**config.mk**
```make
export PLATFORM = sky130hd
export DESIGN_NAME = editor_hora_fecha
export DESIGN_NICKNAME = d
export VERILOG_FILES = /design/src/rtl/editor_hora_fecha_pkg.sv /design/src/rtl/editor_hora_fecha_ajuste.sv /design/src/rtl/editor_hora_fecha.sv
export SDC_FILE = /design/constraint.sdc
export NUM_CORES = 1
export LEC_CHECK = 0
export ABC_AREA = 1
export BUFFER_PORTS_ARGS = -buffer_cell sky130_fd_sc_hd__buf_2
export CORE_MARGIN = 5
export CORE_UTILIZATION = 63
export CTS_CLUSTER_SIZE = 20
export DETAILED_ROUTE_END_ITERATION = 12
export PLACE_DENSITY = 0.87
export SYNTH_ARGS = -nofsm -noshare
export SYNTH_HDL_FRONTEND = slang
export SYNTH_HIERARCHICAL = 1
export SYNTH_SLANG_ARGS = --single-unit
```
**constraint.sdc**
```tcl
create_clock -name clk -period 5 [get_ports clk]
set_input_delay 0.5 -clock clk [delete_from_list [all_inputs] [get_ports clk]]
set_output_delay 0.5 -clock clk [all_outputs]
set_load 0.005 [all_outputs]
```
**src/rtl/editor_hora_fecha_pkg.sv**
```systemverilog
// Shared constants for the time/date keyboard editor: PS/2 scancodes,
// field indices, field ranges and the editor state encoding.
package editor_hora_fecha_pkg;

  // PS/2 set-2 make codes used by the editor
  localparam logic [7:0] SC_ENTER = 8'h5A;
  localparam logic [7:0] SC_ESC   = 8'h76;
  localparam logic [7:0] SC_UP    = 8'h75;
  localparam logic [7:0] SC_DOWN  = 8'h72;
  localparam logic [7:0] SC_LEFT  = 8'h6B;
  localparam logic [7:0] SC_RIGHT = 8'h74;
  localparam logic [7:0] SC_BREAK = 8'hF0;
  localparam logic [7:0] SC_EXT   = 8'hE0;

  // Field indices as presented on Campo
  localparam logic [2:0] CAMPO_SEG  = 3'd0;
  localparam logic [2:0] CAMPO_MIN  = 3'd1;
  localparam logic [2:0] CAMPO_HORA = 3'd2;
  localparam logic [2:0] CAMPO_DIA  = 3'd3;
  localparam logic [2:0] CAMPO_MES  = 3'd4;
  localparam logic [2:0] CAMPO_YEAR = 3'd5;

  // Field ranges; the year maximum is a parameter of the top module
  localparam logic [6:0] SEG_MIN  = 7'd0;
  localparam logic [6:0] SEG_MAX  = 7'd59;
  localparam logic [6:0] MIN_MIN  = 7'd0;
  localparam logic [6:0] MIN_MAX  = 7'd59;
  localparam logic [6:0] HORA_MIN = 7'd0;
  localparam logic [6:0] HORA_MAX = 7'd23;
  localparam logic [6:0] DIA_MIN  = 7'd1;
  localparam logic [6:0] DIA_MAX  = 7'd31;
  localparam logic [6:0] MES_MIN  = 7'd1;
  localparam logic [6:0] MES_MAX  = 7'd12;
  localparam logic [6:0] YEAR_MIN = 7'd0;

  typedef enum logic {
    ST_IDLE = 1'b0,
    ST_EDIT = 1'b1
  } estado_t;

endpackage

```
**src/rtl/editor_hora_fecha_ajuste.sv**
```systemverilog
// Cyclic increment/decrement of one field value. Values already outside
// [min, max] are snapped to min when going up and to max when going down.
module ajuste_ciclico (
  input  logic [6:0] valor_i,
  input  logic [6:0] min_i,
  input  logic [6:0] max_i,
  input  logic       subir_i,
  output logic [6:0] resultado_o
);

  // Step the value one unit in the requested direction with wrap/snap
  always_comb begin
    resultado_o = valor_i;
    if (subir_i) begin
      if ((valor_i < min_i) || (valor_i >= max_i)) begin
        resultado_o = min_i;
      end else begin
        resultado_o = valor_i + 7'd1;
      end
    end else begin
      if ((valor_i <= min_i) || (valor_i > max_i)) begin
        resultado_o = max_i;
      end else begin
        resultado_o = valor_i - 7'd1;
      end
    end
  end

endmodule

```
**src/rtl/editor_hora_fecha.sv**
```systemverilog
// Keyboard-driven time/date editor. Enter captures the live counters,
// arrows move between and adjust the six fields, Enter commits with a
// one-cycle Escribir strobe, Esc or an inactivity timeout abandons the edit.
module editor_hora_fecha
  import editor_hora_fecha_pkg::*;
#(
  parameter logic [31:0] TIMEOUT_CICLOS = 32'd500_000_000,
  parameter logic [6:0]  ANIO_MAX       = 7'd99
) (
  input  logic       clk,
  input  logic       reset,
  input  logic [7:0] Dato_Tecla,
  input  logic       Tecla_Valida,
  input  logic [5:0] Cuenta_Segundos,
  input  logic [5:0] Cuenta_Minutos,
  input  logic [4:0] Cuenta_Horas,
  input  logic [4:0] Cuenta_Dia,
  input  logic [3:0] Cuenta_Mes,
  input  logic [6:0] Cuenta_Year,
  output logic [5:0] Set_Segundos,
  output logic [5:0] Set_Minutos,
  output logic [4:0] Set_Horas,
  output logic [4:0] Set_Dia,
  output logic [3:0] Set_Mes,
  output logic [6:0] Set_Year,
  output logic       Escribir,
  output logic       Modo_Edicion,
  output logic [2:0] Campo
);

  estado_t     estado_q, estado_d;
  logic [2:0]  campo_q, campo_d;
  logic [5:0]  seg_q, seg_d, min_q, min_d;
  logic [4:0]  hora_q, hora_d, dia_q, dia_d;
  logic [3:0]  mes_q, mes_d;
  logic [6:0]  year_q, year_d;
  logic        escribir_q, escribir_d;
  logic        break_q, break_d;
  logic [31:0] espera_q, espera_d;
  logic        tecla_ok, vencido;
  logic [6:0]  valor_sel, min_sel, max_sel, ajustado;

  // A key acts only when it is valid, not a prefix byte and not a release
  assign tecla_ok = Tecla_Valida && !break_q &&
                    (Dato_Tecla != SC_BREAK) && (Dato_Tecla != SC_EXT);

  // Inactivity expires on the idle cycle that would make the count reach the limit
  assign vencido = (TIMEOUT_CICLOS != 32'd0) && (estado_q == ST_EDIT) &&
                   !Tecla_Valida && (espera_q == TIMEOUT_CICLOS - 32'd1);

  // Route the selected field and its range to the shared adjuster
  always_comb begin
    valor_sel = year_q;
    min_sel   = YEAR_MIN;
    max_sel   = ANIO_MAX;
    case (campo_q)
      CAMPO_SEG:  begin valor_sel = {1'b0, seg_q};   min_sel = SEG_MIN;  max_sel = SEG_MAX;  end
      CAMPO_MIN:  begin valor_sel = {1'b0, min_q};   min_sel = MIN_MIN;  max_sel = MIN_MAX;  end
      CAMPO_HORA: begin valor_sel = {2'b00, hora_q}; min_sel = HORA_MIN; max_sel = HORA_MAX; end
      CAMPO_DIA:  begin valor_sel = {2'b00, dia_q};  min_sel = DIA_MIN;  max_sel = DIA_MAX;  end
      CAMPO_MES:  begin valor_sel = {3'b000, mes_q}; min_sel = MES_MIN;  max_sel = MES_MAX;  end
      default:    ;
    endcase
  end

  ajuste_ciclico u_ajuste (
    .valor_i     (valor_sel),
    .min_i       (min_sel),
    .max_i       (max_sel),
    .subir_i     (Dato_Tecla == SC_UP),
    .resultado_o (ajustado)
  );

  // Track the release prefix and the cycles elapsed since the last byte
  always_comb begin
    break_d = break_q;
    if (Tecla_Valida && (Dato_Tecla != SC_EXT)) begin
      if (break_q) begin
        break_d = 1'b0;
      end else if (Dato_Tecla == SC_BREAK) begin
        break_d = 1'b1;
      end
    end
    if (Tecla_Valida || (estado_q != ST_EDIT) || vencido) begin
      espera_d = 32'd0;
    end else begin
      espera_d = espera_q + 32'd1;
    end
  end

  // Editor state transitions
  always_comb begin
    estado_d = estado_q;
    case (estado_q)
      ST_IDLE: if (tecla_ok && (Dato_Tecla == SC_ENTER)) estado_d = ST_EDIT;
      ST_EDIT: begin
        if (tecla_ok && ((Dato_Tecla == SC_ENTER) || (Dato_Tecla == SC_ESC))) begin
          estado_d = ST_IDLE;
        end else if (vencido) begin
          estado_d = ST_IDLE;
        end
      end
      default: estado_d = ST_IDLE;
    endcase
  end

  // Field values, selected field and commit strobe for the next cycle
  always_comb begin
    campo_d    = campo_q;
    seg_d      = seg_q;
    min_d      = min_q;
    hora_d     = hora_q;
    dia_d      = dia_q;
    mes_d      = mes_q;
    year_d     = year_q;
    escribir_d = 1'b0;
    if (tecla_ok && (estado_q == ST_IDLE) && (Dato_Tecla == SC_ENTER)) begin
      campo_d = CAMPO_SEG;
      seg_d   = Cuenta_Segundos;
      min_d   = Cuenta_Minutos;
      hora_d  = Cuenta_Horas;
      dia_d   = Cuenta_Dia;
      mes_d   = Cuenta_Mes;
      year_d  = Cuenta_Year;
    end else if (tecla_ok && (estado_q == ST_EDIT)) begin
      case (Dato_Tecla)
        SC_RIGHT: campo_d = (campo_q == CAMPO_YEAR) ? CAMPO_SEG : campo_q + 3'd1;
        SC_LEFT:  campo_d = (campo_q == CAMPO_SEG) ? CAMPO_YEAR : campo_q - 3'd1;
        SC_UP, SC_DOWN: begin
          case (campo_q)
            CAMPO_SEG:  seg_d  = ajustado[5:0];
            CAMPO_MIN:  min_d  = ajustado[5:0];
            CAMPO_HORA: hora_d = ajustado[4:0];
            CAMPO_DIA:  dia_d  = ajustado[4:0];
            CAMPO_MES:  mes_d  = ajustado[3:0];
            default:    year_d = ajustado;
          endcase
        end
        SC_ENTER: escribir_d = 1'b1;
        default:  ;
      endcase
    end
  end

  // State register
  always_ff @(posedge clk or posedge reset) begin
    if (reset) begin
      estado_q <= ST_IDLE;
    end else begin
      estado_q <= estado_d;
    end
  end

  // Datapath registers; day and month reset to their minimum of 1
  always_ff @(posedge clk or posedge reset) begin
    if (reset) begin
      campo_q    <= CAMPO_SEG;
      seg_q      <= 6'd0;
      min_q      <= 6'd0;
      hora_q     <= 5'd0;
      dia_q      <= 5'd1;
      mes_q      <= 4'd1;
      year_q     <= 7'd0;
      escribir_q <= 1'b0;
      break_q    <= 1'b0;
      espera_q   <= 32'd0;
    end else begin
      campo_q    <= campo_d;
      seg_q      <= seg_d;
      min_q      <= min_d;
      hora_q     <= hora_d;
      dia_q      <= dia_d;
      mes_q      <= mes_d;
      year_q     <= year_d;
      escribir_q <= escribir_d;
      break_q    <= break_d;
      espera_q   <= espera_d;
    end
  end

  assign Set_Segundos = seg_q;
  assign Set_Minutos  = min_q;
  assign Set_Horas    = hora_q;
  assign Set_Dia      = dia_q;
  assign Set_Mes      = mes_q;
  assign Set_Year     = year_q;
  assign Escribir     = escribir_q;
  assign Modo_Edicion = (estado_q == ST_EDIT);
  assign Campo        = campo_q;

endmodule
```
# ---- Word level (Yosys, flattened, before mapping)
# Cells that the tools add are included.
dict set report classes {
  eq_ne 16
  n_addsub 5
  order_cmp 4
  n_reduce_logical 38
  mux 45
  n_bitwise 1
}
# operator n
set ops {}
lappend ops {{7-bit two-way mux} 7}
lappend ops {{8-bit by 7-bit == test with 1-bit output, second input constant} 6}
lappend ops {{6-bit two-way mux} 8}
lappend ops {{5-bit two-way mux} 8}
lappend ops {{7-bit one-hot mux with 5 select lines} 1}
lappend ops {{32-bit by 1-bit adder with 32-bit output, second input constant} 1}
lappend ops {{32-bit by 29-bit == test with 1-bit output, second input constant} 1}
lappend ops {{32-bit two-way mux} 1}
lappend ops {{7-bit one-hot mux with 4 select lines} 1}
lappend ops {{3-bit AND reduction} 6}
lappend ops {{4-bit two-way mux} 4}
lappend ops {{8-bit != test, second input constant} 2}
lappend ops {{2-bit nonzero test} 7}
lappend ops {{3-bit two-way mux} 4}
lappend ops {{1-bit logical AND} 11}
lappend ops {{1-bit two-way mux} 9}
lappend ops {{8-bit == test, second input constant} 1}
lappend ops {{7-bit by 1-bit adder with 7-bit output, second input constant} 1}
lappend ops {{7-bit greater-or-equal comparator} 1}
lappend ops {{7-bit greater-than comparator} 1}
lappend ops {{7-bit by 1-bit less-or-equal comparator with 1-bit output} 1}
lappend ops {{7-bit by 1-bit < comparator with 1-bit output} 1}
lappend ops {{7-bit by 1-bit subtractor with 7-bit output, second input constant} 1}
lappend ops {{3-bit by 2-bit == test with 1-bit output, second input constant} 2}
lappend ops {{15 further kinds} 23}
dict set report totals {
  out_inout_bits 38
  wordCells 120
  regBits 71
  inputBits 44
}

# ---- Depth between registers and ports, before layout
# Gate-level depths: netlist of the first run.
dict set report logic_depth {
  ltp_word 11
  mapped_depth 26
  depth_no_buf 25
}

# ---- By module
# Netlist of the first run, hierarchy kept.
# mod cells_per_inst seq_area_each_um2 area_per_inst_um2 n_inst
set modules_own_cells {}
lappend modules_own_cells {editor_hora_fecha 639 1779.2 4545.6 1}
lappend modules_own_cells {ajuste_ciclico 160 0.0 962.2 1}

# ---- Least setup slack after synthesis of the first run
# OpenSTA, ideal clock, no wires.
dict set report synth_path {
  path_type {reg2reg}
  from {register campo_q[2] (netlist: Campo[2])}
  to {register year_q[3] (netlist: Set_Year[3])}
  slack_ps 1836
  t_required_ps 4931
  path_stages_with_launch 24
  arrival_ps 3095
  period_less_slack_ps 3164
  path_cell_list {dfrtp_1 > buf_4 > inv_1 > ha_1 > clkbuf_2 > inv_1 > nand2_1 > nor2_2 > inv_1 > nor2_1 > ha_1 > nand2_2 > inv_2 > nand2_1 > nand2_2 > a21oi_4 > nand3_2 > nand2_1 > nand3_1 > nand2_1 > inv_1 > nor2_1 > nand3_1 > nand3_1}
}
dict set report synth_via {
  elab_chain_len 11
}
# element line
set synth_rtl {}
lappend synth_rtl {{start: declaration} editor_hora_fecha.sv:32} ;# logic [2:0] campo_q, campo_d;
lappend synth_rtl {{start signal: assignment} editor_hora_fecha.sv:168} ;# campo_q <= campo_d;
lappend synth_rtl {{3-bit == test / 3-bit by 2-bit == test with 1-bit output (equally long branches)} editor_hora_fecha.sv:56} ;# case (campo_q)
lappend synth_rtl {{2-bit OR reduction (no line) *} n/a}
lappend synth_rtl {{1-bit two-way mux *} editor_hora_fecha.sv:56}
lappend synth_rtl {{via min_sel[0]} editor_hora_fecha.sv:41} ;# logic [6:0] valor_sel, min_sel, max_sel, ajustado;
lappend synth_rtl {{7-bit by 1-bit less-or-equal comparator with 1-bit output / 7-bit by 1-bit < comparator with 1-bit output (equally long branches)} {editor_hora_fecha_ajuste.sv:21, editor_hora_fecha_ajuste.sv:15}}
lappend synth_rtl {{1-bit logical OR, on equally long branches} {editor_hora_fecha_ajuste.sv:21, editor_hora_fecha_ajuste.sv:15}}
lappend synth_rtl {{7-bit two-way mux, on equally long branches} {editor_hora_fecha_ajuste.sv:21, editor_hora_fecha_ajuste.sv:15}}
lappend synth_rtl {{7-bit two-way mux *} editor_hora_fecha_ajuste.sv:14} ;# if (subir_i) begin
lappend synth_rtl {{via ajustado[3]} editor_hora_fecha.sv:41}
lappend synth_rtl {{7-bit two-way mux *} editor_hora_fecha.sv:130} ;# case (campo_q)
lappend synth_rtl {{7-bit two-way mux *} editor_hora_fecha.sv:126} ;# case (Dato_Tecla)
lappend synth_rtl {{7-bit two-way mux *} editor_hora_fecha.sv:125} ;# end else if (tecla_ok && (estado_q == ST_EDIT)) begin
lappend synth_rtl {{7-bit two-way mux *} editor_hora_fecha.sv:117} ;# if (tecla_ok && (estado_q == ST_IDLE) && (Dato_Tecla == SC_ENTER)) begin
lappend synth_rtl {{end signal: assignment} editor_hora_fecha.sv:174} ;# year_q <= year_d;
lappend synth_rtl {{end: declaration} editor_hora_fecha.sv:36} ;# logic [6:0] year_q, year_d;
# The timed path passes the listed nets; every way through them passes the cells marked *. The select of a mux whose other input is x is not followed.
# A chain may end at the register's enable or synchronous reset.

# ---- Worst setup path after layout of the first run
dict set report layout_path {
  from {register campo_q[0] (netlist: Campo[0])}
  to {register mes_q[3] (netlist: Set_Mes[3])}
}
dict set report layout_via {
  elab_chain_len 11
}
# element line
set layout_rtl {}
lappend layout_rtl {{3-bit by 1-bit == test with 1-bit output / 3-bit logical NOT (equally long branches)} editor_hora_fecha.sv:56}
lappend layout_rtl {{2-bit OR reduction (no line)} n/a}
lappend layout_rtl {{7-bit one-hot mux with 4 select lines *} editor_hora_fecha.sv:56}
lappend layout_rtl {{via max_sel[0]} editor_hora_fecha.sv:41}
lappend layout_rtl {{7-bit greater-than comparator / 7-bit greater-or-equal comparator (equally long branches)} {editor_hora_fecha_ajuste.sv:21, editor_hora_fecha_ajuste.sv:15}}
lappend layout_rtl {{1-bit logical OR, on equally long branches} {editor_hora_fecha_ajuste.sv:21, editor_hora_fecha_ajuste.sv:15}}
lappend layout_rtl {{7-bit two-way mux, on equally long branches} {editor_hora_fecha_ajuste.sv:21, editor_hora_fecha_ajuste.sv:15}}
lappend layout_rtl {{7-bit two-way mux *} editor_hora_fecha_ajuste.sv:14}
lappend layout_rtl {{via ajustado[3]} editor_hora_fecha.sv:41}
lappend layout_rtl {{4-bit two-way mux *} editor_hora_fecha.sv:130}
lappend layout_rtl {{4-bit two-way mux *} editor_hora_fecha.sv:126}
lappend layout_rtl {{4-bit two-way mux *} editor_hora_fecha.sv:125}
lappend layout_rtl {{4-bit two-way mux *} editor_hora_fecha.sv:117}
lappend layout_rtl {{end signal: assignment} editor_hora_fecha.sv:173} ;# mes_q <= mes_d;
lappend layout_rtl {{end: declaration} editor_hora_fecha.sv:35} ;# logic [3:0] mes_q, mes_d;
# Marks and branches as above.

==> flow_summary.json, run 1 <==
{
  "synth_most_common_cell": "sky130_fd_sc_hd__nand2_1",
  "grt_util_met1_pct": 40.7,
  "tritoncts": "built",
  "finalNetCount": 943,
  "detail_route.drc_violations": 0,
  "synth.distinct_cells": 40,
  "worst-endpoint-required_ns": 5.28,
  "global_route.peak_usage_layer": "met2",
  "tightest_slew_ns": 1.07,
  "post_synth_xor_area_fraction_pct": 5.09,
  "largest_net_degree_at_the_start_of_global_routing": 72,
  "design.portCount": 82,
  "detail-route-antenna-nets": 0,
  "starting_density_pct": 63.8,
  "vias": 5765,
  "place_congestion": 1.01,
  "setup.reg_to_reg.worst_slack_ns": 0.76,
  "hold_violations": 0,
  "globalRouteMet2Util_pct": 52.0,
  "post_synth_fa_ha_maj_area_fraction_pct": 4.09,
  "post_drt_wl_per_cell_um": 16.9,
  "path_buf_inv": 2,
  "instances_no_fill": 994,
  "coreArea_um2": 8640,
  "cts_resized": 0,
  "synth-seq-area-share_pct": 32.3,
  "yosys-top-cells-area": "sky130_fd_sc_hd__dfrtp_1 (31%), sky130_fd_sc_hd__nand2_1 (16%), sky130_fd_sc_hd__nand3_1 (11%)",
  "drt-initial-drc-count": 432,
  "synthSimpleGateAreaFrac_pct": 45.5,
  "worstReg2RegEnd": "Set_Mes[3]",
  "cts.reportedPaths.clkPinSlew_ns": 0.08,
  "synth_edf_count": 0,
  "max-vdd-ir-drop_mv": 0.141,
  "detailedPlace.worstSlack_ns": 0.902,
  "synth_largest_area_cell": "sky130_fd_sc_hd__dfrtp_1",
  "cts_hold_buffers": 0,
  "root_buffer": "sky130_fd_sc_hd__clkbuf_8",
  "met3_usage_pct": 5.10,
  "crit_path_cell_trace": "nor2_1 > nand2_1 > clkinv_1 > nand2_1 > nand2_1 > a221oi_1 > nand3_1 > ha_1 > a21oi_1 > nand2_1 > a21oi_4 > nand3_2 > nand2_1 > nand3_1 > nand2_1 > inv_1 > nor2_1 > nand3_1 > nand3_1",
  "routed_via_density": 5.80,
  "post_dp_cell_area_um2": 5930,
  "cp_slowest_stage_delay_ns": 0.52,
  "synth_seq_cells": 71,
  "die_width_um": 104,
  "placement_rows": 34,
  "area_fraction_of_the_dominant_cell_type_after_synthesis_pct": 31.3,
  "crit_arrival_ns": 4.52,
  "numCtsBuffers": 9,
  "dieArea_um2": 10700,
  "worst_setup_path_end_kind": "flip-flop",
  "totalNegativeSetupSlack_ns": 0,
  "worst_path_dominant_cell_family": "simple AND/OR/NAND/NOR gates",
  "multiInputGateArea_um2": 3240,
  "fin_worst_skew_ns": 0.00946,
  "final_layout_size_suffix_gt1_share_pct": 17.2,
  "globalRouteTotalUtil_pct": 31.4,
  "final_design_area_no_fill_um2": 6200,
  "chipHeight_um": 104,
  "worstHoldStart": "Cuenta_Horas[0]",
  "final_min_period_over_clock_period_pct": 84.7,
  "fillers": 744,
  "worst_hold_path.endpoint": "Set_Horas[0]",
  "hold_path_depth": 3,
  "synth.cell_area_um2": 5510,
  "regArea_um2": 1780,
  "initial_antenna_violation_count": 0,
  "async_set_or_reset_flop_fraction_in_the_synthesized_netlist_pct": 100,
  "synth_mux_area_share_pct": 0,
  "rsz0062_at_grt": "false",
  "insertedDiodeCount": 0,
  "max_cap_violations": 0,
  "worstSkewPairLatency_ns": 0.35,
  "post_synth_most_frequent_cells": "sky130_fd_sc_hd__nand2_1 (234), sky130_fd_sc_hd__nand3_1 (119), sky130_fd_sc_hd__nor2_1 (93), sky130_fd_sc_hd__inv_1 (87), sky130_fd_sc_hd__dfrtp_1 (69)",
  "setup_ws_ns": 0.764,
  "timing.critical_path.from_type": "flip-flop",
  "grt_first_pass_wirelength_um": 28000,
  "layout-area-overhead-vs-synth_pct": 12.6,
  "timing_max_transition_violations_final": 0,
  "yosys_warnings": 6,
  "grt_pass1_vias": 5687,
  "timing.critical_path.depth": 19,
  "status": "completed",
  "synth-compound-area-share_pct": 3.77,
  "syn_avg_cell_area_um2": 6.89,
  "worst-setup-path-type": "flip-flop to flip-flop",
  "fmax_mhz": 236,
  "io_buffers": 81,
  "hold_path_class": "input pin to flip-flop",
  "dp_hpwl_um": 13200,
  "placedCellCount": 978,
  "post_cts.repair.setup_buffers": 0,
  "path_max_fanout": 9,
  "main_combinational_cell_family_by_area_after_synthesis": "simple AND/OR/NAND/NOR gates",
  "report.final.setup_viol": 0,
  "crit_slowest_cell": "sky130_fd_sc_hd__ha_1",
  "syn-instance-count": 799,
  "slew_headroom_pct": 28.7,
  "ctsLongestPathBuffers": 2,
  "r2r.worst_path.cells": 19,
  "synthFlopType": "sky130_fd_sc_hd__dfrtp_1",
  "period_minus_slack_ns": 4.24,
  "power_density_nw_per_um2": 221,
  "cp_common_cell": "sky130_fd_sc_hd__nand2_1",
  "htree_num_levels": 3,
  "sum_of_overflow_across_all_layers_after_global_routing": 0,
  "cellLeakagePower_nw": 3.14,
  "drt_first_pass_iters": 5,
  "wl_um": 16800,
  "timing.rr.start": "Campo[0]",
  "clock_sink_count": 71
}
[where the power goes]
part	switching, mW	internal [mW]	total, mW
Clock	0.236	0.397	0.633
Sequential	0.0148	0.586	0.601
Combinational	0.0857	0.0490	0.135
Total	0.337	1.03	1.37
[cells by family (layout without fill, tap and decap cells)]
family,Yosys count,in the layout
adder cells (fa/ha/maj),18,18
flip-flops,71,71
other,1,6
AND/OR/NAND/NOR,534,534
XOR/XNOR,32,32
AO/OA/AOI/OAI,30,30
buffers and inverters,113,195
[worst max path at each step]
stage / startpoint / end / slack, ns
after global routing: Campo[0] / Set_Horas[3] / 0.42
final: Campo[0] / Set_Mes[3] / 0.76
after CTS: Campo[0] / Set_Mes[3] / 0.86
after detailed placement: Campo[0] / Set_Mes[3] / 0.90
after global placement: Campo[0] / Set_Minutos[2] / 1.03
after floorplan: Campo[2] / Set_Year[3] / 1.84
[placed cells by master, fill, tap and decap left out, types with 2 or more instances in the layout]
master / count
sky130_fd_sc_hd__a21oi_1: 6
sky130_fd_sc_hd__a21oi_4: 2
sky130_fd_sc_hd__a221oi_1: 5
sky130_fd_sc_hd__buf_2: 81
sky130_fd_sc_hd__bufinv_16: 4
sky130_fd_sc_hd__clkbuf_8: 10
sky130_fd_sc_hd__clkinv_1: 4
sky130_fd_sc_hd__conb_1: 6
sky130_fd_sc_hd__dfrtp_1: 69
sky130_fd_sc_hd__dfstp_2: 2
sky130_fd_sc_hd__ha_1: 18
sky130_fd_sc_hd__inv_1: 86
sky130_fd_sc_hd__inv_2: 7
sky130_fd_sc_hd__nand2_1: 234
sky130_fd_sc_hd__nand2_2: 9
sky130_fd_sc_hd__nand2_4: 4
sky130_fd_sc_hd__nand3_1: 119
sky130_fd_sc_hd__nand3_2: 7
sky130_fd_sc_hd__nand3b_1: 3
sky130_fd_sc_hd__nand4_1: 21
sky130_fd_sc_hd__nand4_2: 3
sky130_fd_sc_hd__nor2_1: 93
sky130_fd_sc_hd__nor2_2: 6
sky130_fd_sc_hd__nor2_4: 5
sky130_fd_sc_hd__nor2_8: 2
sky130_fd_sc_hd__nor3_1: 21
sky130_fd_sc_hd__nor3_2: 5
sky130_fd_sc_hd__o21ai_0: 10
sky130_fd_sc_hd__o21bai_1: 2
sky130_fd_sc_hd__xnor2_1: 7
sky130_fd_sc_hd__xor2_1: 25
[routing by layer]
metal | up-vias | share of wire, %
met5 | - | 0
met4 | 0 | 4.0
met3 | 57 | 7.5
met2 | 304 | 48
met1 | 2664 | 40
li1 | 2740 | -
[sequential cells by signal (all words and copies together), names as in the netlist]
register	count
break_q	1
espera_q	32
Set_Year	7
Modo_Edicion	1
Campo	3
Set_Mes	4
Set_Segundos	6
Set_Minutos	6
Set_Dia	5
Escribir	1
Set_Horas	5
[cell type report]
type                       instances  area share [%]
tap                              108            2.18
clock inverter                     5            2.08
sequential                        71            28.7
inverter                          97            5.87
timing repair buffer              82            6.66
multi-input combinational        620            52.2
clock buffer                      11            2.28
[stage by stage]
step / hold WS [ns] / power (mW) / util, %
3_3_place_gp: 0.484 / 0.742 / 68.7
5_1_grt: 0.370 / 1.41 / 71.8
6_report: 0.368 / 1.37 / 71.8
2_1_floorplan: 0.452 / 0.689 / -
3_5_place_dp: 0.504 / 0.744 / 68.7
4_1_cts: 0.365 / 1.37 / 71.8
[worst register-to-register path: cells and delay by family, from the launching register on]
kind                       cells  cell delay (ns)
adders and majority gates      1             0.53
and+or+nand+nor               13             2.16
DFF                            1             0.45
buffers and inverters          2             0.35
AOI/OAI and AO/OA              3             0.69
Note: power is estimated with default switching activity, not from simulation.
==> run 2, diff against run 1 <==
Settings changed: ABC_AREA 1 to 0, CORE_UTILIZATION 63 to 57, PLACE_DENSITY 0.87 to 0.81.
Clock period 5 ns to 4.3 ns, I/O delays scaled along.
==> flow_summary.json, run 2 <==
{
  "synth-seq-area-share_pct": 37.2,
  "cts_hold_buffers": 0,
  "synthFlopType": "sky130_fd_sc_hd__dfrtp_1",
  "cellLeakagePower_nw": 2.59,
  "final_design_area_no_fill_um2": 5630,
  "worst_setup_path_end_kind": "flip-flop",
  "critical_path_source": "Campo[1]",
  "synth_edf_count": 0,
  "chipHeight_um": 102,
  "largest_register_ffs": 32,
  "syn-instance-count": 538,
  "coreArea_um2": 8220,
  "timing.rr.start": "Campo[1]",
  "fin_worst_skew_ns": 0.00975,
  "io_buffers": 81,
  "cts_resized": 0,
  "most-common-layout-cells": "sky130_fd_sc_hd__buf_2 (81), sky130_fd_sc_hd__dfrtp_1 (69), sky130_fd_sc_hd__nand2_1 (57), sky130_fd_sc_hd__nor2_1 (53), sky130_fd_sc_hd__mux2i_1 (48)",
  "detail_route.drc_violations": 0,
  "max-vdd-ir-drop_mv": 0.231,
  "tritoncts": "built",
  "area_fraction_of_the_dominant_cell_type_after_synthesis_pct": 36.1,
  "clock_sink_count": 71,
  "hold_path_depth": 3,
  "drt_first_pass_iters": 5,
  "starting_density_pct": 58.2,
  "yosys_warnings": 6,
  "synth.cell_area_um2": 4790,
  "routed_via_density": 5.86,
  "worstSkewPairLatency_ns": 0.36,
  "hold_path_class": "input pin to flip-flop",
  "layout-area-overhead-vs-synth_pct": 17.6,
  "grt_first_pass_wirelength_um": 20600,
  "numCtsBuffers": 9,
  "timing.critical_path.from_type": "flip-flop",
  "vias": 4342,
  "dp_hpwl_um": 9230,
  "multiInputGateArea_um2": 2880,
  "final_util_pct": 68.5,
  "max_cap_violations": 0,
  "post_synth_most_frequent_cells": "sky130_fd_sc_hd__dfrtp_1 (69), sky130_fd_sc_hd__nand2_1 (57), sky130_fd_sc_hd__nor2_1 (53), sky130_fd_sc_hd__mux2i_1 (49), sky130_fd_sc_hd__o21ai_0 (35)",
  "tightest_slew_ns": 1.16,
  "fmax_mhz": 250,
  "post_cts.repair.setup_buffers": 0,
  "final_min_period_over_clock_period_pct": 93.1,
  "syn_avg_cell_area_um2": 8.90,
  "cts.reportedPaths.clkPinSlew_ns": 0.08,
  "slew_headroom_pct": 22.4,
  "period_minus_slack_ns": 4.00,
  "status": "completed",
  "crit_arrival_ns": 4.28,
  "htree_num_levels": 3,
  "largest_net_degree_at_the_start_of_global_routing": 52,
  "place_congestion": 1.05,
  "placement_rows": 33,
  "yosys-top-cells-area": "sky130_fd_sc_hd__dfrtp_1 (36%), sky130_fd_sc_hd__mux2i_1 (10%), sky130_fd_sc_hd__xnor2_1 (5.1%)",
  "grt_pass1_vias": 4120,
  "post_drt_wl_per_cell_um": 17.3,
  "hold_violations": 0,
  "layout_commonest_cell": "sky130_fd_sc_hd__buf_2",
  "design.portCount": 82,
  "ctsLongestPathBuffers": 2,
  "initial_antenna_violation_count": 0,
  "synth.distinct_cells": 58,
  "insertedDiodeCount": 0,
  "timing_max_transition_violations_final": 0,
  "final_layout_size_suffix_gt1_share_pct": 21.4,
  "regArea_um2": 1780,
  "drt-initial-drc-count": 345,
  "synth_largest_area_cell": "sky130_fd_sc_hd__dfrtp_1",
  "hold-worst-slack_ns": 0.273,
  "globalRouteTotalUtil_pct": 25.4,
  "fillers": 660,
  "worstHoldStart": "Cuenta_Year[4]",
  "worst-endpoint-required_ns": 4.58,
  "async_set_or_reset_flop_fraction_in_the_synthesized_netlist_pct": 100,
  "die_width_um": 102,
  "synth_most_common_cell": "sky130_fd_sc_hd__dfrtp_1",
  "report.final.setup_viol": 0,
  "wl_um": 12800,
  "finalNetCount": 693,
  "path_max_fanout": 9,
  "synth_seq_cells": 71,
  "dieArea_um2": 10300,
  "detail-route-antenna-nets": 0,
  "totalNegativeSetupSlack_ns": 0,
  "rsz0062_at_grt": "false",
  "worst-setup-path-type": "flip-flop to flip-flop",
  "root_buffer": "sky130_fd_sc_hd__clkbuf_8",
  "sum_of_overflow_across_all_layers_after_global_routing": 0,
  "r2r.worst_path.cells": 15,
  "post_dp_cell_area_um2": 5380,
  "largest_register": "espera_q",
  "power_density_nw_per_um2": 261
}
-- run 2: cell count changes after synthesis, moves of 8 or more --
cell and delta:
sky130_fd_sc_hd__xor2_1 -12, sky130_fd_sc_hd__clkbuf_1 +18, sky130_fd_sc_hd__nand4_1 -11, sky130_fd_sc_hd__nand2_1 -177, sky130_fd_sc_hd__nor2_1 -40, sky130_fd_sc_hd__nand3_1 -104
sky130_fd_sc_hd__a21oi_1 +13, sky130_fd_sc_hd__inv_1 -58, sky130_fd_sc_hd__xnor2_1 +21, sky130_fd_sc_hd__nand2_2 -9, sky130_fd_sc_hd__mux2i_1 +49, sky130_fd_sc_hd__nor4_1 +8
sky130_fd_sc_hd__o21ai_0 +25
-- run 2: where the power goes --
part / internal, mW / switching [mW] / total [mW] / leakage [nW]
registers: 0.685 / 0.0175 / 0.702 / 0.974
logic: 0.0705 / 0.0969 / 0.167 / 1.51
clock network: 0.327 / 0.274 / 0.601 / 0.102
total: 1.08 / 0.388 / 1.47 / 2.59
-- run 2: path summary, 6_finish.rpt --
| path | endpoint | slack, ns |
|---|---|---|
| worst max-delay path | Set_Segundos[4] | 0.30 |
| worst min-delay path | Set_Year[4] | 0.27 |
| worst max register to register | Set_Segundos[4] | 0.30 |
| worst min register to register | break_q | 0.51 |
| max in group asynchronous | Set_Mes[0] | 3.01 |
| min in group asynchronous | Set_Segundos[2] | 0.33 |
-- run 2: logic make-up after synthesis --
group,share of synthesized area (%)
and+or+nand+nor,22.4
AOI/OAI and AO/OA,11.9
buffers and inverters,4.34
DFF,37.2
other,0.0784
muxes,11.9
xor gates and xnor gates,7.50
adders and majority gates,4.71
-- run 2: layer usage --
layer | up-vias | wire length (µm) | share of wire [%] | GRT usage (%)
met5 | - | 0 | 0 | 0
met4 | 0 | 258 | 2.0 | 6.95
met3 | 26 | 856 | 6.7 | 5.51
met2 | 158 | 5970 | 47 | 38.0
met1 | 2089 | 5700 | 45 | 37.3
li1 | 2069 | - | - | -
-- run 2: per-stage QoR --
stage	worst slack [ns]	power [mW]	instances
after floorplan	0.187	0.807	549
final	0.298	1.47	741
after global routing	0.0485	1.53	741
after global placement	0.330	0.875	725
after detailed placement	0.176	0.878	725
after CTS	0.0774	1.48	741
-- run 2: area by class of cell --
| class | instances | share of cell area, % |
|---|---|---|
| clock buffer | 9 | 2.20 |
| clock inverter | 7 | 1.71 |
| inverter | 29 | 1.93 |
| multi-input combinational | 425 | 51.1 |
| sequential | 71 | 31.6 |
| tap | 105 | 2.33 |
| timing repair buffer | 95 | 9.07 |
-- run 2: worst max-delay path, stage by stage (launching register included) --
cell and delay [ns]:
sky130_fd_sc_hd__dfrtp_1 0.38, sky130_fd_sc_hd__and2_1 0.18, sky130_fd_sc_hd__ha_2 0.23, sky130_fd_sc_hd__nor2_1 0.15
sky130_fd_sc_hd__inv_1 0.11, sky130_fd_sc_hd__nor2_1 0.12, sky130_fd_sc_hd__buf_4 0.20, sky130_fd_sc_hd__mux2_2 0.45
sky130_fd_sc_hd__ha_1 0.36, sky130_fd_sc_hd__a21oi_1 0.19, sky130_fd_sc_hd__a31oi_1 0.16, sky130_fd_sc_hd__nor3_4 0.47
sky130_fd_sc_hd__mux2i_1 0.18, sky130_fd_sc_hd__o22ai_1 0.45, sky130_fd_sc_hd__mux2i_1 0.14, sky130_fd_sc_hd__o21ai_0 0.16
==> run 3, diff against run 2 <==
Settings changed: CORE_MARGIN 5 to not set, CORE_UTILIZATION 57 to 59, CTS_BUF_LIST set to sky130_fd_sc_hd__clkbuf_4, PLACE_DENSITY 0.81 to 0.83.
==> flow_summary.json, run 3 (same netlist as run 2, synthesis figures left out) <==
{
  "status": "completed",
  "numCtsBuffers": 9,
  "tightest_slew_ns": 1.15,
  "totalNegativeSetupSlack_ns": 0,
  "max_cap_violations": 0,
  "chipHeight_um": 92.1,
  "worstSkewPairLatency_ns": 0.44,
  "setup.reg_to_reg.worst_slack_ns": 0.23,
  "timing_max_transition_violations_final": 0,
  "post_drt_wl_per_cell_um": 16.6,
  "final_min_period_over_clock_period_pct": 94.6,
  "die_width_um": 92.1,
  "max-vdd-ir-drop_mv": 0.184,
  "largest_register": "espera_q",
  "clock_sink_count": 71,
  "pwr-share-clk_pct": 35.7,
  "report.final.setup_viol": 0,
  "wl_um": 12200,
  "dp_hpwl_um": 8680,
  "comb_power_share_pct": 12.4,
  "timing.critical_path.from_type": "flip-flop",
  "multiInputGateArea_um2": 2890,
  "hold-worst-slack_ns": 0.185,
  "place_congestion": 0.966,
  "most-common-layout-cells": "sky130_fd_sc_hd__buf_2 (81), sky130_fd_sc_hd__dfrtp_1 (69), sky130_fd_sc_hd__nand2_1 (57), sky130_fd_sc_hd__nor2_1 (53), sky130_fd_sc_hd__mux2i_1 (48)",
  "slew_headroom_pct": 22.9,
  "ctsLongestPathBuffers": 2,
  "largest_net_degree_at_the_start_of_global_routing": 65,
  "layout_commonest_cell": "sky130_fd_sc_hd__buf_2",
  "worst-setup-path-type": "flip-flop to flip-flop",
  "vias": 4333,
  "coreArea_um2": 7770,
  "worst_setup_path_end_kind": "flip-flop",
  "worstReg2RegEnd": "Set_Dia[1]",
  "placement_rows": 32,
  "layout-area-overhead-vs-synth_pct": 16.2,
  "power.share.switching_pct": 26.4,
  "insertedDiodeCount": 0,
  "starting_density_pct": 61.6,
  "hold_path_depth": 3,
  "sum_of_overflow_across_all_layers_after_global_routing": 0,
  "detail_route.drc_violations": 0,
  "grt_first_pass_wirelength_um": 19800,
  "power_density_nw_per_um2": 243,
  "design.portCount": 82,
  "path_max_fanout": 17,
  "worst_hold_path.endpoint": "Set_Minutos[0]",
  "post_cts.repair.setup_buffers": 0,
  "dieArea_um2": 8480,
  "hold_path_class": "input pin to flip-flop",
  "timing.rr.start": "Campo[0]",
  "period_minus_slack_ns": 4.07,
  "worst-endpoint-required_ns": 4.64,
  "tritoncts": "built",
  "htree_num_levels": 3,
  "globalRouteTotalUtil_pct": 30.0,
  "fillers": 599,
  "fmax_mhz": 246,
  "grt_pass1_vias": 4007,
  "drt_first_pass_iters": 5,
  "hold_violations": 0,
  "finalNetCount": 691,
  "cellLeakagePower_nw": 2.56,
  "fin_worst_skew_ns": 0.0164,
  "io_buffers": 81,
  "root_buffer": "sky130_fd_sc_hd__clkbuf_4",
  "largest_register_ffs": 32,
  "crit_arrival_ns": 4.40,
  "detail-route-antenna-nets": 0,
  "r2r.worst_path.cells": 16,
  "final_layout_size_suffix_gt1_share_pct": 20.8,
  "worstHoldStart": "Cuenta_Minutos[0]",
  "cts.reportedPaths.clkPinSlew_ns": 0.12,
  "rsz0062_at_grt": "false",
  "power_switching_mw": 0.357,
  "power.sequential.fraction_pct": 51.9,
  "routed_via_density": 5.89,
  "regArea_um2": 1780,
  "drt-initial-drc-count": 293,
  "internal-power_mw": 0.997,
  "initial_antenna_violation_count": 0
}
[run 3: changes by cell type in the layout (fill, tap and decap cells not counted), sizes merged]
cell and delta:
buf -3, clkinvlp -2, clkbuf +1, clkinv +1
dlygate4sd3 +1
[run 3: metal layers]
layer | part of all wire (%) | global-route usage [%]
met3 | 7.4 | 6.63
met5 | 0 | 0
met4 | 2.9 | 12.4
met1 | 45 | 43.3
met2 | 45 | 43.5
[run 3: how the worst max path moves through the flow]
stage / from / depth (start not counted) / end / slack [ns]
6_report: Campo[0] / 16 / Set_Dia[1] / 0.23
5_1_grt: Campo[1] / 19 / Set_Dia[1] / 0.02
4_1_cts: Campo[1] / 17 / Set_Minutos[2] / 0.07
3_5_place_dp: Campo[1] / 15 / Set_Dia[4] / 0.16
3_3_place_gp: Campo[1] / 17 / Set_Mes[2] / 0.31
2_1_floorplan: Campo[0] / 17 / Set_Segundos[1] / 0.19
[run 3: power groups by stage]
stage          Combinational [mW]  Clock, mW  Sequential, mW
2_1_floorplan              0.0959          0           0.711
3_3_place_gp                0.158          0           0.714
3_5_place_dp                0.163          0           0.714
4_1_cts                     0.165      0.489           0.702
5_1_grt                     0.186      0.525           0.704
6_report                    0.168      0.483           0.702
[run 3: final cells by class]
| class | instances | area share (%) |
|---|---|---|
| clock buffers | 10 | 1.35 |
| clock inverters | 6 | 1.51 |
| inverters | 29 | 1.96 |
| multi-input cells | 425 | 51.9 |
| flip-flops and latches | 71 | 32.0 |
| well taps | 102 | 2.30 |
| repair buffers | 93 | 8.96 |
[run 3: through the flow]
step / setup slack, ns / total power [mW] / util [%] / std cells / cell area (µm²)
floorplan: 0.187 / 0.807 / - / 549 / 4830
global placement: 0.307 / 0.871 / 68.9 / 719 / 5350
detailed placement: 0.155 / 0.877 / 68.9 / 719 / 5350
CTS: 0.0707 / 1.36 / 71.1 / 736 / 5520
global route: 0.0207 / 1.41 / 71.6 / 736 / 5560
finish: 0.232 / 1.35 / 71.6 / 736 / 5560
[run 3: critical path, stage by stage (launching register included)]
cell and delay (ns):
sky130_fd_sc_hd__dfrtp_1 0.36, sky130_fd_sc_hd__buf_4 0.24, sky130_fd_sc_hd__mux2_2 0.36, sky130_fd_sc_hd__a222oi_1 0.48, sky130_fd_sc_hd__mux2i_2 0.16, sky130_fd_sc_hd__buf_4 0.20, sky130_fd_sc_hd__ha_1 0.31, sky130_fd_sc_hd__a21oi_1 0.15
sky130_fd_sc_hd__o21ai_1 0.13, sky130_fd_sc_hd__o22ai_1 0.15, sky130_fd_sc_hd__nor3b_4 0.27, sky130_fd_sc_hd__buf_4 0.22, sky130_fd_sc_hd__mux2_1 0.32, sky130_fd_sc_hd__mux2i_1 0.13, sky130_fd_sc_hd__buf_4 0.18, sky130_fd_sc_hd__mux2i_1 0.08
sky130_fd_sc_hd__o21ai_0 0.22
[run 3: timing repair]
action                                 CTS  global route
setup endpoints to repair                0            32
resized for setup                        0             9
hold buffers                             1             0
endpoints found under the hold margin    6             0
